### src/rtl/gpio_pkg.sv
// gpio_pkg: shared constants and helpers for the memory-mapped GPIO block.
//   - Bus byte addresses of the GPIO registers (output side at 1024, input side 1028-1040).
//   - Width of the per-bit debounce counter.
//   - gpio_reg_e / gpio_decode: exact 32-bit address match to an input-side register select.
package gpio_pkg;

  localparam logic [31:0] GPIO_OUT_ADDR  = 32'd1024;
  localparam logic [31:0] GPIO_LVL_ADDR  = 32'd1028;
  localparam logic [31:0] GPIO_EDGE_ADDR = 32'd1032;
  localparam logic [31:0] GPIO_IEN_ADDR  = 32'd1036;
  localparam logic [31:0] GPIO_ESEL_ADDR = 32'd1040;

  localparam int DB_CNT_W = 8;

  typedef enum logic [2:0] {
    RegNone,
    RegLvl,
    RegEdge,
    RegIen,
    RegEsel
  } gpio_reg_e;

  // Anything that is not an exact match (including the output register) decodes to RegNone.
  function automatic gpio_reg_e gpio_decode(input logic [31:0] a);
    gpio_reg_e r;
    case (a)
      GPIO_LVL_ADDR:  r = RegLvl;
      GPIO_EDGE_ADDR: r = RegEdge;
      GPIO_IEN_ADDR:  r = RegIen;
      GPIO_ESEL_ADDR: r = RegEsel;
      default:        r = RegNone;
    endcase
    return r;
  endfunction

endpackage

### src/rtl/gpio_debounce.sv
// gpio_debounce: one input pin -> 2-flop synchroniser -> debounce counter -> level register.
//   A new synchronised level is accepted once it has differed from the current level for
//   DB_CYCLES consecutive cycles; any sample equal to the current level restarts the count.
//   Latency from pin change to level update is 2 + DB_CYCLES clock cycles.
// Ports:
//   clk     in   system clock
//   rst_n   in   asynchronous active-low reset (clears synchroniser, counter and level)
//   pin_i   in   asynchronous external pin
//   lvl_o   out  debounced level (registered)
//   rise_o  out  high in the cycle whose clock edge moves lvl_o 0->1
//   fall_o  out  high in the cycle whose clock edge moves lvl_o 1->0
module gpio_debounce
  import gpio_pkg::*;
#(
  parameter int unsigned DB_CYCLES = 4
) (
  input  logic clk,
  input  logic rst_n,
  input  logic pin_i,
  output logic lvl_o,
  output logic rise_o,
  output logic fall_o
);

  localparam logic [DB_CNT_W-1:0] CntMax = DB_CNT_W'(DB_CYCLES - 1);

  logic [1:0]          sync_q;
  logic [DB_CNT_W-1:0] cnt_q, cnt_d;
  logic                lvl_q, lvl_d;
  logic                sync_val;
  logic                accept;

  assign sync_val = sync_q[1];

  always_comb begin
    accept = (sync_val != lvl_q) && (cnt_q == CntMax);
    cnt_d  = cnt_q;
    lvl_d  = lvl_q;
    if (sync_val == lvl_q) begin
      cnt_d = '0;
    end else if (accept) begin
      cnt_d = '0;
      lvl_d = sync_val;
    end else begin
      cnt_d = cnt_q + 1'b1;
    end
  end

  always_ff @(posedge clk or negedge rst_n) begin
    if (!rst_n) begin
      sync_q <= '0;
      cnt_q  <= '0;
      lvl_q  <= 1'b0;
    end else begin
      sync_q <= {sync_q[0], pin_i};
      cnt_q  <= cnt_d;
      lvl_q  <= lvl_d;
    end
  end

  assign lvl_o = lvl_q;
  // Pulses are combinational so the edge register can update on the same edge as the level.
  assign rise_o = accept & sync_val;
  assign fall_o = accept & ~sync_val;

endmodule

### src/rtl/gpio_in_reader.sv
// gpio_in_reader: read side of the memory-mapped GPIO block.
//   Debounces WIDTH input pins, captures selected edges into sticky status bits and raises a
//   maskable level interrupt. Registers (exact 32-bit byte address match):
//     1028 LVL       RO   debounced levels
//     1032 EDGE      W1C  sticky edge status; a new edge wins over a same-cycle clear
//     1036 IRQ_EN    RW   per-bit interrupt enable
//     1040 EDGE_SEL  RW   0 = rising edge, 1 = falling edge
//   Unmapped reads return 0 with rd_valid; bits above WIDTH read as 0.
// Ports:
//   clk          in   system clock
//   rst_n        in   asynchronous active-low reset
//   write_sinal  in   bus write strobe, qualified by addr
//   read_sinal   in   bus read strobe, qualified by addr
//   addr         in   bus byte address
//   in_data      in   bus write data
//   gpio_in      in   asynchronous external pins
//   rd_data      out  read data, registered, valid with rd_valid
//   rd_valid     out  one-cycle pulse the cycle after read_sinal
//   irq          out  registered |(EDGE & IRQ_EN)
module gpio_in_reader
  import gpio_pkg::*;
#(
  parameter int unsigned WIDTH     = 16,
  parameter int unsigned DB_CYCLES = 4
) (
  input  logic             clk,
  input  logic             rst_n,
  input  logic             write_sinal,
  input  logic             read_sinal,
  input  logic [31:0]      addr,
  input  logic [31:0]      in_data,
  input  logic [WIDTH-1:0] gpio_in,
  output logic [31:0]      rd_data,
  output logic             rd_valid,
  output logic             irq
);

  logic [WIDTH-1:0] lvl, rise, fall;
  logic [WIDTH-1:0] edge_q, edge_d;
  logic [WIDTH-1:0] ien_q, ien_d;
  logic [WIDTH-1:0] esel_q, esel_d;
  logic [WIDTH-1:0] edge_set, edge_clr;
  logic [WIDTH-1:0] wdata;
  logic [31:0]      rd_mux;
  logic [31:0]      rd_data_q, rd_data_d;
  logic             rd_valid_q;
  logic             irq_q, irq_d;
  gpio_reg_e        wr_reg, rd_reg;
  logic             unused_in_data;

  // Per-pin input path.
  for (genvar i = 0; i < WIDTH; i++) begin : g_bit
    gpio_debounce #(
      .DB_CYCLES(DB_CYCLES)
    ) u_db (
      .clk   (clk),
      .rst_n (rst_n),
      .pin_i (gpio_in[i]),
      .lvl_o (lvl[i]),
      .rise_o(rise[i]),
      .fall_o(fall[i])
    );
  end

  assign wdata          = in_data[WIDTH-1:0];
  assign unused_in_data = ^in_data;

  always_comb begin
    wr_reg = write_sinal ? gpio_decode(addr) : RegNone;
    rd_reg = read_sinal ? gpio_decode(addr) : RegNone;

    // EDGE_SEL is sampled as it stands before this edge, so changing it never fakes an edge.
    edge_set = (rise & ~esel_q) | (fall & esel_q);
    edge_clr = (wr_reg == RegEdge) ? wdata : '0;
    edge_d   = (edge_q & ~edge_clr) | edge_set;

    ien_d  = (wr_reg == RegIen) ? wdata : ien_q;
    esel_d = (wr_reg == RegEsel) ? wdata : esel_q;

    // Reads see the register values before any same-cycle update.
    case (rd_reg)
      RegLvl:  rd_mux = 32'(lvl);
      RegEdge: rd_mux = 32'(edge_q);
      RegIen:  rd_mux = 32'(ien_q);
      RegEsel: rd_mux = 32'(esel_q);
      default: rd_mux = '0;
    endcase
    rd_data_d = read_sinal ? rd_mux : rd_data_q;

    irq_d = |(edge_q & ien_q);
  end

  always_ff @(posedge clk or negedge rst_n) begin
    if (!rst_n) begin
      edge_q     <= '0;
      ien_q      <= '0;
      esel_q     <= '0;
      rd_data_q  <= '0;
      rd_valid_q <= 1'b0;
      irq_q      <= 1'b0;
    end else begin
      edge_q     <= edge_d;
      ien_q      <= ien_d;
      esel_q     <= esel_d;
      rd_data_q  <= rd_data_d;
      rd_valid_q <= read_sinal;
      irq_q      <= irq_d;
    end
  end

  assign rd_data  = rd_data_q;
  assign rd_valid = rd_valid_q;
  assign irq      = irq_q;

endmodule

### config.mk
export PLATFORM = sky130hd
export DESIGN_NAME = gpio_in_reader
export DESIGN_NICKNAME = d
export VERILOG_FILES = /design/src/rtl/gpio_pkg.sv /design/src/rtl/gpio_debounce.sv /design/src/rtl/gpio_in_reader.sv
export SDC_FILE = /design/constraint.sdc
export NUM_CORES = 1
export LEC_CHECK = 0
export CAP_MARGIN = 20
export CORE_MARGIN = 5
export CORE_UTILIZATION = 55
export CTS_CLUSTER_SIZE = 24
export DETAILED_ROUTE_END_ITERATION = 6
export HOLD_SLACK_MARGIN = 0.08
export PLACE_DENSITY = 0.77
export SYNTH_ARGS = -nofsm -noshare
export SYNTH_HDL_FRONTEND = slang
export SYNTH_SLANG_ARGS = --single-unit
### constraint.sdc
create_clock -name clk -period 2.6 [get_ports clk]
set_input_delay 0.65 -clock clk [delete_from_list [all_inputs] [get_ports clk]]
set_output_delay 0.65 -clock clk [all_outputs]
set_load 0.005 [all_outputs]
==> out/metrics.yaml <==
status:
  status: "complete, no violations"
synthesis:
  synth_edf_count: 0
  ys_seq_area_share_pct: 54.67
  synth_flop_cell: "dfrtp_1"
  syn_inst: 986
  async_flop_share_pct: 100.0
  yosysTopAreaCellShare_pct: 54.67
  ys_types: 45
  ys_top_cells_by_area: "dfrtp_1 55%, xor2_1 6.8%, nor2_1 4.3%"
  yosysTopAreaCell: "dfrtp_1"
  ys_warn_count: 0
  ys_ff_latch: 242
  avgSynthCellArea_um2: 11.23
  netlist_area_mm2: 0.01108
clocking:
  clk_latency_ns: 0.52
  numCtsBuffers: 26
  postCtsSetupBuffers: 0
  cts-root-buf: "clkbuf_16"
  hold_buffers: 1
  clock_sinks: 242
  clockBufferDepth: 3
  cts_resized: 0
  h-tree-depth: 1
  clkSlewWorstSetupHoldPaths_ns: 0.06
  tritoncts: "built"
sta:
  finalSetupViolCount: 0
  slew_headroom_pct: 57.43
  tightest_slew_ns: 0.6328
  period_share_pct: 81.43
  period_needed_ns: 2.117
  max_freq_mhz: 472.3
  slew_viol_final: 0
  finalHoldViolCount: 0
  rsz0062_at_grt: "false"
  setup_tns_ns: 0
  fin_worst_skew_ns: 0.007166
place:
  placed_area_mm2: 0.01245
  portBuffers: 85
  dpl.cell_count: 1349
  gp_congestion: 0.8412
  dp_hpwl_mm: 15.74
cells_and_area:
  utilization_pct: 66.79
  fin_area_mm2: 0.01338
  final_nets: 1208
  syn_to_final_growth_pct: 20.83
  finalNonFillerCells: 1397
  drive_gt1_share_pct: 11.38
global_routing:
  grt_pass1_wl_mm: 39.37
  grt_overflow: 0
  antenna_found_initial: 2
  grt_max_degree: 55
  grtUsageTotal_pct: 20.12
  grt_pass1_vias: 7929
critical_path:
  cp_cell_sequence: "clkdlybuf4s50_1"
  r2r_cells: 5
  cp_num_buf_inv: 1
  cpPeakStageDelay_ns: 0.53
  start_kind: "flip-flop"
  rr_startpoint: "g_bit[4].u_db.cnt_q[0]$_DFF_PN0_"
  crit_type: "flip-flop to output port"
  r2r-end: "g_bit[4].u_db.cnt_q[0]$_DFF_PN0_"
  path_delay_family: "buffers and inverters"
  cp.arrival_ns: 1.47
  crit_slowest_cell: "clkdlybuf4s50_1"
  r2r_slack_ns: 0.53
  end_kind: "output port"
  path_max_fanout: 2
  worstPathRequired_ns: 1.95
job:
  drv_cap: 0
die:
  coreArea_mm2: 0.02004
  fp.dieArea_mm2: 0.02308
  die_h_um: 151.9
  rows: 52
  dieWidth_um: 151.9
  pin_count: 118
  initial_core_util_pct: 55.28
route:
  drc_errors: 0
  drtAntennaViolNets: 0
  vias_per_cell: 5.535
  wl_mm: 23.26
  wl_per_cell_um: 16.65
  dr.pass1.iters: 5
  via_count: 7733
  drt-initial-drc-count: 557
pwr:
  p_comb_share_pct: 16.0
  p_sw_mw: 2.882
  p_sw_share_pct: 28.15
  p_leak_nw: 6.241
  cell_internal_pwr_mw: 7.355
  clockPowerShare_pct: 38.2
  ir_worst_vdd_v: 0.0006536
  seqPwrFrac_pct: 45.8
  cellPowerDensity_mw_per_mm2: 764.8
worst_hold_path:
  whs_path_depth: 0
  hp-start: "g_bit[15].u_db.sync_q[0]$_DFF_PN0_"
  hold_path.class: "flip-flop to flip-flop"
  hold_end: "g_bit[15].u_db.sync_q[1]$_DFF_PN0_"
how the worst max path moves through the flow:
stage	start	end	slack, ns	depth (start not counted)
final	rd_data[15]$_DFFE_PN0P_	rd_data[15]	0.48	1
after global routing	g_bit[4].u_db.cnt_q[0]$_DFF_PN0_	g_bit[4].u_db.cnt_q[6]$_DFF_PN0_	0.30	5
after CTS	g_bit[4].u_db.cnt_q[0]$_DFF_PN0_	g_bit[4].u_db.cnt_q[4]$_DFF_PN0_	0.47	5
after detailed placement	addr[8]	rd_data[14]$_DFFE_PN0P_	-0.003	8
after global placement	addr[11]	rd_data[0]$_DFFE_PN0P_	0.02	8
after floorplan	addr[11]	esel_q[10]$_DFFE_PN0N_	0.52	6
worst reg2reg max path, cell delays in order (launching register included):
cell	delay [ns]
dfrtp_1	0.39
ha_1	0.24
or4b_1	0.46
nor4_1	0.50
a21o_1	0.29
nor2_1	0.08
synth_stat cells, types with 17 or more instances:
library cell,instances
and3_1,44
mux2_4,20
inv_1,34
nor2_1,128
nand3_1,90
a22o_1,22
xor2_1,86
nand2_1,36
nor3_1,27
a21oi_1,17
nor2b_1,17
xnor2_1,21
dfrtp_1,242
mux2_2,26
metal layers:
metal	GRT usage [%]	part of all wire, %
met1	27.50	44
met2	33.00	49
met3	2.958	3.9
met4	7.363	3.6
met5	0	0
layout by cell type, fill, tap and decap left out, types with 17 or more instances in the layout:
| cell | synthesis | final |
|---|---|---|
| mux2_4 | 20 | 20 |
| nor2b_1 | 17 | 17 |
| buf_4 | 16 | 19 |
| nor2_1 | 128 | 128 |
| nand3_1 | 90 | 90 |
| a21oi_1 | 17 | 17 |
| clkdlybuf4s50_1 | 0 | 84 |
| inv_1 | 34 | 34 |
| a22o_1 | 22 | 22 |
| mux2_2 | 26 | 26 |
| and3_1 | 44 | 44 |
| clkbuf_16 | 0 | 27 |
| xor2_1 | 86 | 86 |
| dfrtp_1 | 242 | 242 |
| nand2_1 | 36 | 36 |
| xnor2_1 | 21 | 21 |
| nor3_1 | 27 | 27 |
cell type report:
class                      instances  area, um^2
antenna                            2       5.005
clock buffer                      37       773.2
clock inverter                     8       142.6
fill                            1511        6655
inverter                          34       127.6
multi-input combinational        688        4713
sequential                       242        6056
tap                              270       337.8
timing repair buffer             116        1229
registers in the layout (all words and copies together), names as in the netlist:
signal	cells
g_bit.u_db.cnt_q	128
g_bit.u_db.sync_q	32
edge_q	16
esel_q	16
g_bit.u_db.lvl_o	16
ien_q	16
rd_data	16
irq	1
rd_valid	1
per-stage QoR:
stage          setup WS (ns)  hold WS (ns)  power, mW
3_5_place_dp       -0.002741        0.3347      6.365
5_1_grt               0.3003        0.3515      10.76
4_1_cts               0.4705        0.3473      10.31
3_3_place_gp         0.01713        0.3323      6.283
6_report              0.4828        0.3462      10.24
2_1_floorplan         0.5223        0.3312      5.773
power groups by stage:
stage	Clock [mW]	Combinational, mW	Sequential [mW]
final	3.91	1.63	4.69
after global routing	4.12	1.88	4.76
after CTS	3.97	1.65	4.68
after detailed placement	0	1.63	4.74
after global placement	0	1.57	4.72
after floorplan	0	1.15	4.62
logic make-up after synthesis:
| family | share of synthesized area [%] |
|---|---|
| AO/OA/AOI/OAI | 6.483 |
| XOR/XNOR | 8.460 |
| adder cells (fa/ha/maj) | 1.807 |
| buffers and inverters | 3.423 |
| flip-flops | 54.67 |
| multiplexers | 5.535 |
| other | 0.03385 |
| AND/OR/NAND/NOR | 19.59 |
Note: power is estimated with default switching activity, not from simulation.
